$ cat config.mk
export PLATFORM = sky130hd
export DESIGN_NAME = jtag_tap_gate
export DESIGN_NICKNAME = d
export VERILOG_FILES = /design/src/rtl/jtag_tap_gate.sv
export SDC_FILE = /design/constraint.sdc
export NUM_CORES = 1
export LEC_CHECK = 0
export BUFFER_PORTS_ARGS = -buffer_cell sky130_fd_sc_hd__buf_2
export CAP_MARGIN = 30
export CORE_ASPECT_RATIO = 1.1
export CORE_UTILIZATION = 60
export CTS_CLUSTER_DIAMETER = 60
export DETAILED_ROUTE_END_ITERATION = 6
export MAX_ROUTING_LAYER = met4
export PLACE_DENSITY = 0.83
export SLEW_MARGIN = 10
export SYNTH_ARGS = -nofsm -noshare
export SYNTH_HDL_FRONTEND = slang
export SYNTH_SLANG_ARGS = --single-unit
$ cat constraint.sdc
create_clock -name clk -period 7.3 [get_ports clk]
set_input_delay 1.46 -clock clk [delete_from_list [all_inputs] [get_ports clk]]
set_output_delay 1.46 -clock clk [all_outputs]
set_load 0.02 [all_outputs]
$ cat src/rtl/jtag_tap_gate.sv
// jtag_tap_gate
// Lock-aware IEEE 1149.1 TAP controller driving an on-chip debug bus.
// The TAP advances only on clk edges qualified by tck_en (a TCK rising
// edge strobe). Instructions: 4'hF BYPASS, 4'h1 IDCODE, 4'h8 DBG (40-bit
// debug-access DR). While lock_jtag is high, DBG behaves as BYPASS, no debug
// strobe is issued, and lock_viol latches until reset.
//
// Ports:
//   clk        system clock, all state changes on its rising edge
//   reset      asynchronous active-high reset
//   tck_en     one-clk strobe marking a TCK rising edge
//   tms, tdi   TAP inputs, sampled when tck_en=1
//   lock_jtag  1 = debug access forbidden
//   dbg_rdata  debug read data, sampled when leaving Capture-DR
//   tdo        test data out (0 outside Shift-IR/Shift-DR)
//   tdo_oe     high only in Shift-IR/Shift-DR
//   dbg_addr   debug address, dbg_wdata debug write data
//   dbg_wr     one-clk write strobe, dbg_rd one-clk read strobe
//   lock_viol  sticky flag: DBG access attempted while locked
module jtag_tap_gate #(
    parameter logic [31:0] IDCODE = 32'h1000_0001,
    parameter int unsigned IR_W   = 4
) (
    input  logic        clk,
    input  logic        reset,
    input  logic        tck_en,
    input  logic        tms,
    input  logic        tdi,
    input  logic        lock_jtag,
    input  logic [31:0] dbg_rdata,
    output logic        tdo,
    output logic        tdo_oe,
    output logic [6:0]  dbg_addr,
    output logic [31:0] dbg_wdata,
    output logic        dbg_wr,
    output logic        dbg_rd,
    output logic        lock_viol
);

    localparam logic [IR_W-1:0] IR_IDCODE  = IR_W'(4'h1);
    localparam logic [IR_W-1:0] IR_DBG     = IR_W'(4'h8);
    localparam logic [IR_W-1:0] IR_CAPTURE = IR_W'(4'b0101);

    typedef enum logic [3:0] {
        TLR    = 4'h0, RTI    = 4'h1,
        SEL_DR = 4'h2, CAP_DR = 4'h3, SH_DR  = 4'h4, EX1_DR = 4'h5,
        PAU_DR = 4'h6, EX2_DR = 4'h7, UPD_DR = 4'h8,
        SEL_IR = 4'h9, CAP_IR = 4'hA, SH_IR  = 4'hB, EX1_IR = 4'hC,
        PAU_IR = 4'hD, EX2_IR = 4'hE, UPD_IR = 4'hF
    } tap_state_e;

    tap_state_e       state_q, state_d, tap_next_s;
    logic [IR_W-1:0]  ir_q, ir_d, ir_sr_q, ir_sr_d;
    logic             byp_q, byp_d;
    logic [31:0]      id_sr_q, id_sr_d;
    logic [39:0]      dbg_sr_q, dbg_sr_d;
    logic [6:0]       addr_q, addr_d;
    logic [31:0]      wdata_q, wdata_d;
    logic             wr_q, wr_d, rd_q, rd_d;
    logic             viol_q, viol_d;
    logic             tdo_q, tdo_d, oe_q, oe_d;

    logic             dbg_sel_s, dbg_eff_s, id_eff_s;

    // The DBG register is only reachable while unlocked; locked DBG falls back to bypass.
    assign dbg_sel_s = (ir_q == IR_DBG);
    assign dbg_eff_s = dbg_sel_s & ~lock_jtag;
    assign id_eff_s  = (ir_q == IR_IDCODE);

    // TAP state register
    always_ff @(posedge clk or posedge reset) begin
        if (reset) begin
            state_q <= TLR;
        end else begin
            state_q <= state_d;
        end
    end

    // Standard 1149.1 TMS transitions, taken only on a TCK strobe
    always_comb begin
        tap_next_s = state_q;
        case (state_q)
            TLR:     tap_next_s = tms ? TLR    : RTI;
            RTI:     tap_next_s = tms ? SEL_DR : RTI;
            SEL_DR:  tap_next_s = tms ? SEL_IR : CAP_DR;
            CAP_DR:  tap_next_s = tms ? EX1_DR : SH_DR;
            SH_DR:   tap_next_s = tms ? EX1_DR : SH_DR;
            EX1_DR:  tap_next_s = tms ? UPD_DR : PAU_DR;
            PAU_DR:  tap_next_s = tms ? EX2_DR : PAU_DR;
            EX2_DR:  tap_next_s = tms ? UPD_DR : SH_DR;
            UPD_DR:  tap_next_s = tms ? SEL_DR : RTI;
            SEL_IR:  tap_next_s = tms ? TLR    : CAP_IR;
            CAP_IR:  tap_next_s = tms ? EX1_IR : SH_IR;
            SH_IR:   tap_next_s = tms ? EX1_IR : SH_IR;
            EX1_IR:  tap_next_s = tms ? UPD_IR : PAU_IR;
            PAU_IR:  tap_next_s = tms ? EX2_IR : PAU_IR;
            EX2_IR:  tap_next_s = tms ? UPD_IR : SH_IR;
            UPD_IR:  tap_next_s = tms ? SEL_DR : RTI;
            default: tap_next_s = TLR;
        endcase
        if (tck_en) begin
            state_d = tap_next_s;
        end else begin
            state_d = state_q;
        end
    end

    // Capture/shift/update actions and registered TAP/debug outputs
    always_comb begin
        ir_d     = ir_q;
        ir_sr_d  = ir_sr_q;
        byp_d    = byp_q;
        id_sr_d  = id_sr_q;
        dbg_sr_d = dbg_sr_q;
        addr_d   = addr_q;
        wdata_d  = wdata_q;
        wr_d     = 1'b0;   // debug strobes self-clear every clk
        rd_d     = 1'b0;
        viol_d   = viol_q;
        tdo_d    = tdo_q;  // tdo/tdo_oe hold between strobes
        oe_d     = oe_q;
        if (tck_en) begin
            // Capture and shift act in the state being left on this strobe
            case (state_q)
                CAP_IR: ir_sr_d = IR_CAPTURE;
                SH_IR:  ir_sr_d = {tdi, ir_sr_q[IR_W-1:1]};
                CAP_DR: begin
                    if (dbg_eff_s) begin
                        dbg_sr_d = {dbg_rdata, addr_q, 1'b0};
                    end else if (id_eff_s) begin
                        id_sr_d = IDCODE;
                    end else begin
                        byp_d = 1'b0;
                    end
                end
                SH_DR: begin
                    if (dbg_eff_s) begin
                        dbg_sr_d = {tdi, dbg_sr_q[39:1]};
                    end else if (id_eff_s) begin
                        id_sr_d = {tdi, id_sr_q[31:1]};
                    end else begin
                        byp_d = tdi;
                    end
                end
                default: ;
            endcase

            // Any DR capture/shift/update attempt under a locked DBG is flagged
            if (dbg_sel_s && lock_jtag &&
                ((state_q == CAP_DR) || (state_q == SH_DR) || (tap_next_s == UPD_DR))) begin
                viol_d = 1'b1;
            end else begin
                viol_d = viol_q;
            end

            // Debug access fires on the edge entering Update-DR
            if ((tap_next_s == UPD_DR) && dbg_eff_s) begin
                addr_d  = dbg_sr_q[7:1];
                wdata_d = dbg_sr_q[39:8];
                wr_d    = dbg_sr_q[0];
                rd_d    = ~dbg_sr_q[0];
            end else begin
                addr_d  = addr_q;
                wdata_d = wdata_q;
            end

            if (tap_next_s == UPD_IR) begin
                ir_d = ir_sr_q;
            end else if (tap_next_s == TLR) begin
                ir_d = IR_IDCODE;
            end else begin
                ir_d = ir_q;
            end

            // tdo shows the LSB of the register as it stands after this edge
            if (tap_next_s == SH_IR) begin
                oe_d  = 1'b1;
                tdo_d = ir_sr_d[0];
            end else if (tap_next_s == SH_DR) begin
                oe_d  = 1'b1;
                tdo_d = dbg_eff_s ? dbg_sr_d[0] : (id_eff_s ? id_sr_d[0] : byp_d);
            end else begin
                oe_d  = 1'b0;
                tdo_d = 1'b0;
            end
        end else begin
            viol_d = viol_q;
        end
    end

    // Instruction, shift and output registers
    always_ff @(posedge clk or posedge reset) begin
        if (reset) begin
            ir_q     <= IR_IDCODE;
            ir_sr_q  <= '0;
            byp_q    <= 1'b0;
            id_sr_q  <= 32'h0;
            dbg_sr_q <= 40'h0;
            addr_q   <= 7'h0;
            wdata_q  <= 32'h0;
            wr_q     <= 1'b0;
            rd_q     <= 1'b0;
            viol_q   <= 1'b0;
            tdo_q    <= 1'b0;
            oe_q     <= 1'b0;
        end else begin
            ir_q     <= ir_d;
            ir_sr_q  <= ir_sr_d;
            byp_q    <= byp_d;
            id_sr_q  <= id_sr_d;
            dbg_sr_q <= dbg_sr_d;
            addr_q   <= addr_d;
            wdata_q  <= wdata_d;
            wr_q     <= wr_d;
            rd_q     <= rd_d;
            viol_q   <= viol_d;
            tdo_q    <= tdo_d;
            oe_q     <= oe_d;
        end
    end

    assign tdo       = tdo_q;
    assign tdo_oe    = oe_q;
    assign dbg_addr  = addr_q;
    assign dbg_wdata = wdata_q;
    assign dbg_wr    = wr_q;
    assign dbg_rd    = rd_q;
    assign lock_viol = viol_q;

endmodule

==> results of run 1 <==
[path summary, 6_finish.rpt]
kind                       cells after the start  slack [ns]           end        start
setup / recovery                               5        4.51  dbg_sr_q[19]   state_q[2]
max in group asynchronous                      4        5.13       ir_q[0]        reset
hold / removal                                 2        0.48   id_sr_q[18]  id_sr_q[18]
hold reg to reg                                2        0.48   id_sr_q[18]  id_sr_q[18]
min in group asynchronous                      2        1.02   dbg_addr[4]        reset
setup reg to reg                               5        4.51  dbg_sr_q[19]   state_q[2]
[cell families (layout without fill, tap and decap cells)]
family / Yosys count / in the layout / synth area share [%]
flip-flops: 129 / 129 / 57.53
XOR/XNOR: 2 / 2 / 0.3121
AO/OA/AOI/OAI: 156 / 156 / 17.48
buffers and inverters: 52 / 132 / 4.102
AND/OR/NAND/NOR: 153 / 153 / 12.57
multiplexers: 40 / 40 / 8.003
[per-layer routing]
layer	part of all wire [%]	global-route usage (%)	wire length [µm]	vias up
met5	0	-	0	-
li1	-	-	-	2024
met2	50	44.82	6313	184
met4	2.3	10.77	297	0
met3	6.3	7.164	793	27
met1	42	33.56	5267	2128
[area by class of cell]
type / count / area share [%]
clock buffer: 18 / 6.233
clock inverter: 14 / 3.023
inverter: 10 / 0.5971
multi-input combinational: 351 / 32.36
sequential: 129 / 48.16
tap: 114 / 2.127
timing repair buffer: 90 / 7.501
[sequential cells by signal, indices dropped and copies added (netlist names), 4 cells and up]
signal     flops
dbg_sr_q      40
dbg_wdata     32
id_sr_q       32
dbg_addr       7
ir_q           4
ir_sr_q        4
state_q        4
[worst max-delay path, delay by kind of cell (launching register included)]
kind            cells  cell delay, ns
compound gates      2            0.55
flops               1            0.82
simple gates        2            0.66
buf+inv             1            0.65
[metrics by stage]
stage	total power, mW	area (µm²)	setup WS (ns)	hold slack, ns	utilization, %
2_1_floorplan	1.261	5613	2.401	0.4464	-
3_3_place_gp	1.343	6032	3.881	0.4586	67.29
6_report	2.269	6705	4.508	0.4779	74.80
3_5_place_dp	1.369	6032	3.810	0.4651	67.29
5_1_grt	2.380	6705	4.371	0.5006	74.80
4_1_cts	2.266	6653	4.334	0.4834	74.22
[power by group]
part / total [mW] / switching (mW) / internal, mW
clock network: 0.891 / 0.330 / 0.561
logic: 0.389 / 0.226 / 0.163
registers: 0.989 / 0.140 / 0.849
[placed cells by master (no fill, tap or decap), types with 5 or more instances in the layout]
cell and count:
inv_6 5, nor2_1 44, dfrtp_1 128, mux2_1 8
buf_2 81, nand2_1 72, mux2_2 31, buf_4 6
inv_1 9, a21oi_1 48, o21ai_0 41, clkbuf_16 16
nor2b_1 9, a22oi_1 41
==> results.py, run 1 <==
metrics = {
    "critical_path": {
        "cp.arrival_ns": 3.22,
        "worstPathMaxFanout": 79,
        "path_cells": "or3b_1, a2111oi_4, buf_4, nor2_1, a21oi_1",
        "start_kind": "flip-flop",
        "cp.required_ns": 7.73,
        "end_kind": "flip-flop",
        "cpMaxStageDelayCell": "dfrtp_1",
        "slowest_delay_ns": 0.82,
        "path_class": "flip-flop to flip-flop",
    },
    "place": {
        "place_inst": 691,
        "port_buffers": 81,
        "gp_congestion": 0.8609,
        "dp_hpwl_mm": 7.225,
    },
    "cells_and_area": {
        "stdcell_count": 726,
        "regArea_um2": 3229,
        "areaGrowthSynthToFinish_pct": 19.46,
        "antenna_cells": 0,
        "multi_input_comb_area_um2": 2170,
        "nNetsFinal": 637,
        "drive_above_1_share_pct": 26.47,
        "final.fill_count": 574,
    },
    "run": {
        "maxCapViolations": 0,
    },
    "cts": {
        "clkTransAtPathRegs_ns": 0.06,
        "cts_buffer_depth": 2,
        "cts_hold_buf": 0,
        "post-cts-setup-buffers": 0,
        "cts_tree": "done",
        "cts_buffers": 17,
        "root_buffer": "clkbuf_8",
        "htreeDepth": 4,
        "worstSkewPairLatency_ns": 0.52,
        "cts_sinks": 129,
        "cts_resized": 0,
    },
    "power": {
        "leakagePower_nw": 3.205,
        "power.density_nw_per_um2": 338.3,
        "ir_drop_uv": 164.2,
    },
    "sta": {
        "fin_tns_setup_ns": 0,
        "tightest_slew_ns": 0.7439,
        "slew_violations": 0,
        "slew-limit-headroom_pct": 50.41,
        "hold_violations": 0,
        "finalSetupViolCount": 0,
        "min_period_over_period_pct": 38.24,
        "period_needed_ns": 2.792,
        "max_freq_ghz": 0.3582,
        "rsz0062_at_grt": "no",
        "skew_ns": 0.01509,
    },
    "global_routing": {
        "grt_use_total_pct": 27.73,
        "grt_pass1_vias": 4141,
        "antenna_found_initial": 0,
        "grt_first_pass_wirelength_mm": 19.75,
        "grt_start_max_net_pins": 80,
        "grt_overflow": 0,
    },
    "drt": {
        "routed-via-count": 4363,
        "vias_per_cell": 6.010,
        "route.antenna.remaining_nets": 0,
        "firstDrtPassIters": 5,
        "post_drt_wl_per_cell_um": 17.45,
        "initialDrtViolationCount": 258,
        "drc": 0,
        "wl_mm": 12.67,
    },
    "hold_path": {
        "hp-class": "flip-flop to flip-flop",
    },
    "floorplan": {
        "start_util_pct": 62.62,
        "die_y_um": 103.4,
        "dieArea_um2": 9746,
        "rows": 36,
        "core_area_um2": 8964,
        "ios": 82,
        "die_w_um": 94.22,
    },
    "synth": {
        "synth.net_count": 570,
        "netlist_instances": 532,
        "async_flop_share_pct": 100.0,
        "ys_seq_elements": 129,
        "synth-edff-count": 0,
        "yosys-top-cells-area": "dfrtp_1 57%, mux2_2 6.2%, a22oi_1 5.5%",
        "ys_types": 50,
        "syn_area_um2": 5613,
        "synth_warnings": 0,
        "synth_top_flop_cell": "dfrtp_1",
        "synth_top_area_share_pct": 57.07,
        "yosysSeqAreaShare_pct": 57.53,
        "synth.most_common_cell": "dfrtp_1",
        "synth_top_area_cell": "dfrtp_1",
        "synth_commonest_cells": "128 x dfrtp_1, 72 x nand2_1, 48 x a21oi_1",
        "syn-mean-instance-area_um2": 10.55,
    },
    "run_status": {
        "status": "complete, no violations",
    },
}
Power figures use the tool's default switching activity.
==> inputs of run 2 (changes only) <==
--- a/config.mk
+++ b/config.mk
@@ -8,11 +8,11 @@
 export BUFFER_PORTS_ARGS = -buffer_cell sky130_fd_sc_hd__buf_2
 export CAP_MARGIN = 30
 export CORE_ASPECT_RATIO = 1.1
-export CORE_UTILIZATION = 60
+export CORE_UTILIZATION = 57
 export CTS_CLUSTER_DIAMETER = 60
 export DETAILED_ROUTE_END_ITERATION = 6
 export MAX_ROUTING_LAYER = met4
-export PLACE_DENSITY = 0.83
+export PLACE_DENSITY = 0.8
 export SLEW_MARGIN = 10
 export SYNTH_ARGS = -nofsm -noshare
 export SYNTH_HDL_FRONTEND = slang
==> constraint.sdc (replaced) <==
create_clock -name clk -period 2.85 [get_ports clk]
set_input_delay 0.57 -clock clk [delete_from_list [all_inputs] [get_ports clk]]
set_output_delay 0.57 -clock clk [all_outputs]
set_load 0.02 [all_outputs]
==> run 2 against run 1 <==
Maximum frequency increased by 18%. Die area up 5.2%. Critical endpoint is now dbg_addr[1]. Global-route usage decreased by 0.40 points. Count of clock-buffer cells in the layout stayed put. Total power grew to 2.5 times the previous value. Flip-flop and latch count is the same. Clock skew decreased by 0.0035 ns. Register-to-register slack got worse by 4.0 ns.
==> results.py, run 2 (same netlist as run 1, synthesis figures left out) <==
metrics = {
    "place": {
        "port_buffers": 81,
        "place_area_um2": 6167,
        "dp_hpwl_mm": 7.455,
        "pre_cts_ws_ns": 0.5340,
        "place_inst": 703,
        "gp_congestion": 0.8234,
    },
    "cells_and_area": {
        "final.fill_count": 625,
        "drive_above_1_share_pct": 27.18,
        "fin_util_pct": 71.50,
        "nNetsFinal": 643,
        "final_cell_area_um2": 6753,
        "areaGrowthSynthToFinish_pct": 20.31,
        "final_common_cell": "dfrtp_1",
        "top_register": "dbg_sr_q",
        "stdcell_count": 735,
        "largest_register_ffs": 40,
        "antenna_cells": 0,
        "layout_common_cells": "128 x dfrtp_1, 81 x buf_2, 72 x nand2_1",
    },
    "drt": {
        "vias_per_cell": 6.005,
        "routed-via-count": 4414,
        "initialDrtViolationCount": 317,
        "route.antenna.remaining_nets": 0,
        "wl_mm": 12.68,
        "post_drt_wl_per_cell_um": 17.25,
        "drc": 0,
        "firstDrtPassIters": 5,
    },
    "sta": {
        "min_period_over_period_pct": 82.89,
        "whs_ns": 0.01237,
        "hold_violations": 0,
        "rsz0062_at_grt": "no",
        "slew_violations": 0,
        "fin_tns_setup_ns": 0,
        "max_freq_ghz": 0.4233,
        "finalSetupViolCount": 0,
        "finalWorstSetupSlack_ns": 0.4878,
        "slew-limit-headroom_pct": 62.43,
        "tightest_slew_ns": 0.5635,
        "period_needed_ns": 2.362,
        "skew_ns": 0.01156,
    },
    "floorplan": {
        "start_util_pct": 59.43,
        "dieArea_um2": 10250,
        "ios": 82,
        "die_y_um": 106.1,
        "core_area_um2": 9444,
        "die_w_um": 96.62,
        "rows": 37,
    },
    "cts": {
        "cts_buffer_depth": 2,
        "clkTransAtPathRegs_ns": 0.07,
        "cts_sinks": 129,
        "htreeDepth": 4,
        "root_buffer": "clkbuf_8",
        "cts_tree": "done",
        "worstSkewPairLatency_ns": 0.53,
        "cts_buffers": 17,
        "cts_hold_buf": 0,
        "cts_resized": 0,
        "post-cts-setup-buffers": 0,
    },
    "global_routing": {
        "grt_first_pass_wirelength_mm": 21.47,
        "grt_overflow": 0,
        "grt_start_max_net_pins": 80,
        "antenna_found_initial": 0,
        "grt_use_total_pct": 27.33,
        "grt_pass1_vias": 4303,
    },
    "run_status": {
        "status": "complete, no violations",
    },
    "run": {
        "maxCapViolations": 0,
    },
    "critical_path": {
        "rr_worst_depth": 5,
        "slowest_delay_ns": 0.56,
        "r2r_end": "dbg_addr[1]",
        "start_kind": "flip-flop",
        "path_class": "flip-flop to flip-flop",
        "cpMaxStageDelayCell": "or4b_1",
        "timing.rr.start": "ir_q[1]",
        "path_cells": "or4b_1, nor2_1, and4_2, buf_12, mux2_2",
        "cp.arrival_ns": 2.76,
        "worstPathMaxFanout": 33,
        "end_kind": "flip-flop",
        "ff2ff_setup_slack_ns": 0.49,
        "cp.required_ns": 3.25,
    },
    "power": {
        "leakagePower_nw": 3.217,
        "ir_drop_uv": 377.2,
        "power.density_nw_per_um2": 849.6,
        "p_total_mw": 5.737,
    },
    "hold_path": {
        "hp-class": "input port to async pin",
    },
}
## run 2: cell count changes in the layout (fill, tap and decap cells not counted), moves of 2 or more
cell        delta
buf_12         +4
buf_4          +4
bufinv_16      -2
clkinvlp_4     +2
inv_8          +2
## run 2: worst max path at each step
| stage | startpoint | slack [ns] | endpoint | cells past startpoint |
|---|---|---|---|---|
| floorplan | reset | 0.69 | byp_q | 1 |
| global placement | ir_q[1] | 0.62 | dbg_wdata[6] | 5 |
| detailed placement | ir_q[1] | 0.53 | dbg_wdata[11] | 5 |
| CTS | ir_q[1] | 0.51 | dbg_addr[1] | 5 |
| global route | state_q[3] | 0.41 | id_sr_q[14] | 5 |
| finish | ir_q[1] | 0.49 | dbg_addr[1] | 5 |
## run 2: where the power goes
part	total, mW	switching [mW]	internal [mW]
sequential	2.48	0.302	2.18
combinational	1.11	0.657	0.452
clock	2.15	0.875	1.28
## run 2: cell type report
cell class              count  area, µm²  share of cell area, %
well taps                 117      146.4                  2.168
inverters                  10      41.29                 0.6115
clock inverters            14      167.7                  2.483
repair buffers             96      580.6                  8.597
flip-flops and latches    129       3229                  47.82
multi-input cells         351       2170                  32.13
clock buffers              18      417.9                  6.189
## run 2: worst max-delay path: cells and delay by family, from the launching register on
| kind | cells | cell delay (ns) |
|---|---|---|
| simple gates | 3 | 1.19 |
| mux | 1 | 0.37 |
| flops | 1 | 0.41 |
| buf+inv | 1 | 0.26 |
## run 2: metal layers
layer / GRT usage, % / routed length [µm]
met5: - / 0
met1: 35.04 / 5282
met3: 6.049 / 731
met4: 10.23 / 248
met2: 43.06 / 6420
==> inputs of run 3 (changes only) <==
==> constraint.sdc (replaced) <==
create_clock -name clk -period 2.3 [get_ports clk]
set_input_delay 0.46 -clock clk [delete_from_list [all_inputs] [get_ports clk]]
set_output_delay 0.46 -clock clk [all_outputs]
set_load 0.02 [all_outputs]
==> run 3 against run 2 <==
Register-to-register slack got worse by 0.45 ns. Critical path depth rose by 1. Core utilization rose by 0.57 points. Total power rose by 23%. Cell area rose by 0.80%. Sequential share of layout area fell by 0.38 points. Die area did not move. Largest cell class unchanged.
==> results.py, run 3 (same netlist as run 1, synthesis figures left out) <==
metrics = {
    "run_status": {
        "status": "complete, no violations",
    },
    "hold_path": {
        "hp-class": "input port to flip-flop",
    },
    "drt": {
        "vias_per_cell": 5.905,
        "initialDrtViolationCount": 265,
        "routed-via-count": 4364,
        "wl_mm": 12.47,
        "drc": 0,
        "firstDrtPassIters": 5,
        "route.antenna.remaining_nets": 0,
        "post_drt_wl_per_cell_um": 16.87,
    },
    "power": {
        "clkPwrFrac_pct": 36.4,
        "switchingPower_mw": 2.169,
        "combPwrFrac_pct": 21.3,
        "p_total_mw": 7.056,
        "p_sw_share_pct": 30.74,
        "power.density_nw_per_um2": 1037,
        "pwr-share-seq_pct": 42.3,
        "p_int_mw": 4.887,
        "ir_drop_uv": 679.4,
        "leakagePower_nw": 3.242,
    },
    "floorplan": {
        "rows": 37,
        "die_w_um": 96.62,
        "ios": 82,
        "core_area_um2": 9444,
        "die_y_um": 106.1,
        "dieArea_um2": 10250,
        "start_util_pct": 59.43,
    },
    "place": {
        "dp_hpwl_mm": 7.507,
        "gp_congestion": 0.8520,
        "port_buffers": 81,
    },
    "critical_path": {
        "worstPathMaxFanout": 79,
        "cp.arrival_ns": 2.67,
        "path_class": "flip-flop to flip-flop",
        "start_kind": "flip-flop",
        "end_kind": "flip-flop",
        "cp.required_ns": 2.71,
    },
    "global_routing": {
        "grt_start_max_net_pins": 80,
        "grt_overflow": 0,
        "grt_use_total_pct": 26.54,
        "grt_first_pass_wirelength_mm": 21.03,
        "grt_pass1_vias": 4370,
        "antenna_found_initial": 0,
    },
    "cells_and_area": {
        "nNetsFinal": 647,
        "largest_register_ffs": 40,
        "layout_common_cells": "128 x dfrtp_1, 81 x buf_2, 72 x nand2_1",
        "top_register": "dbg_sr_q",
        "drive_above_1_share_pct": 27.33,
        "antenna_cells": 0,
        "final_common_cell": "dfrtp_1",
        "areaGrowthSynthToFinish_pct": 21.27,
    },
    "sta": {
        "min_period_over_period_pct": 98.24,
        "whs_ns": 0.2286,
        "tightest_slew_ns": 0.5969,
        "finalSetupViolCount": 0,
        "hold_violations": 0,
        "period_needed_ns": 2.260,
        "fin_tns_setup_ns": 0,
        "slew_violations": 0,
        "slew-limit-headroom_pct": 59.18,
        "rsz0062_at_grt": "no",
        "skew_ns": 0.009372,
        "max_freq_ghz": 0.4426,
    },
    "cts": {
        "clkTransAtPathRegs_ns": 0.06,
        "post-cts-setup-buffers": 0,
        "htreeDepth": 4,
        "cts_buffers": 17,
        "cts_sinks": 129,
        "cts_buffer_depth": 2,
        "worstSkewPairLatency_ns": 0.52,
        "cts_tree": "done",
        "root_buffer": "clkbuf_8",
    },
    "run": {
        "maxCapViolations": 0,
    },
}
==> run 3: worst paths after layout <==
check | start | end | slack (ns) | cells past startpoint
max | ir_q[1] | dbg_sr_q[12] | 0.04 | 6
min | tdi | ir_sr_q[3] | 0.23 | 3
max reg2reg | ir_q[1] | dbg_sr_q[12] | 0.04 | 6
min reg2reg | ir_q[0] | ir_q[0] | 0.47 | 2
max in group asynchronous | reset | dbg_wr | 1.02 | 4
min in group asynchronous | reset | dbg_sr_q[30] | 0.53 | 3
==> run 3: routing by layer <==
| layer | vias to the layer above | GRT usage, % | wire length (µm) |
|---|---|---|---|
| met5 | - | - | 0 |
| met4 | 0 | 9.595 | 259 |
| met3 | 28 | 5.260 | 648 |
| met2 | 155 | 42.45 | 6287 |
| met1 | 2152 | 34.04 | 5274 |
| li1 | 2029 | - | - |
==> run 3: power by group through the flow <==
stage | Combinational (mW) | Clock (mW) | Sequential [mW]
CTS | 1.50 | 2.60 | 2.98
global route | 1.70 | 2.70 | 3.03
detailed placement | 1.47 | 0 | 3.01
floorplan | 1.05 | 0 | 2.95
finish | 1.50 | 2.57 | 2.98
global placement | 1.41 | 0 | 2.98
==> run 3: worst max-delay path: stages (launching register included) <==
cell	delay [ns]
dfrtp_1	0.40
or4b_1	0.54
buf_4	0.20
a2111oi_4	0.33
buf_12	0.33
nor2_1	0.07
a21oi_1	0.24
==> run 3: stage by stage <==
step	std cells	setup WS [ns]	util [%]	cell area (µm²)
2_1_floorplan	532	0.2158	-	5617
3_3_place_gp	706	0.2246	65.94	6227
3_5_place_dp	706	0.1464	65.94	6227
4_1_cts	739	0.09595	72.07	6807
5_1_grt	739	0.002979	72.07	6807
6_report	739	0.04049	72.07	6807
==> run 3: cell type report <==
cell class | instances | area (µm²)
Clock buffer | 20 | 435.4
Fill cell | 635 | 2638
Sequential cell | 129 | 3229
Inverter | 10 | 41.29
Timing Repair Buffer | 100 | 650.6
Tap cell | 117 | 146.4
Multi-Input combinational cell | 351 | 2170
Clock inverter | 12 | 133.9
==> run 3: repair_timing <==
action	in CTS	in global routing
hold buffers	1	0
endpoints found under the hold margin	8	0
resized for setup	0	0
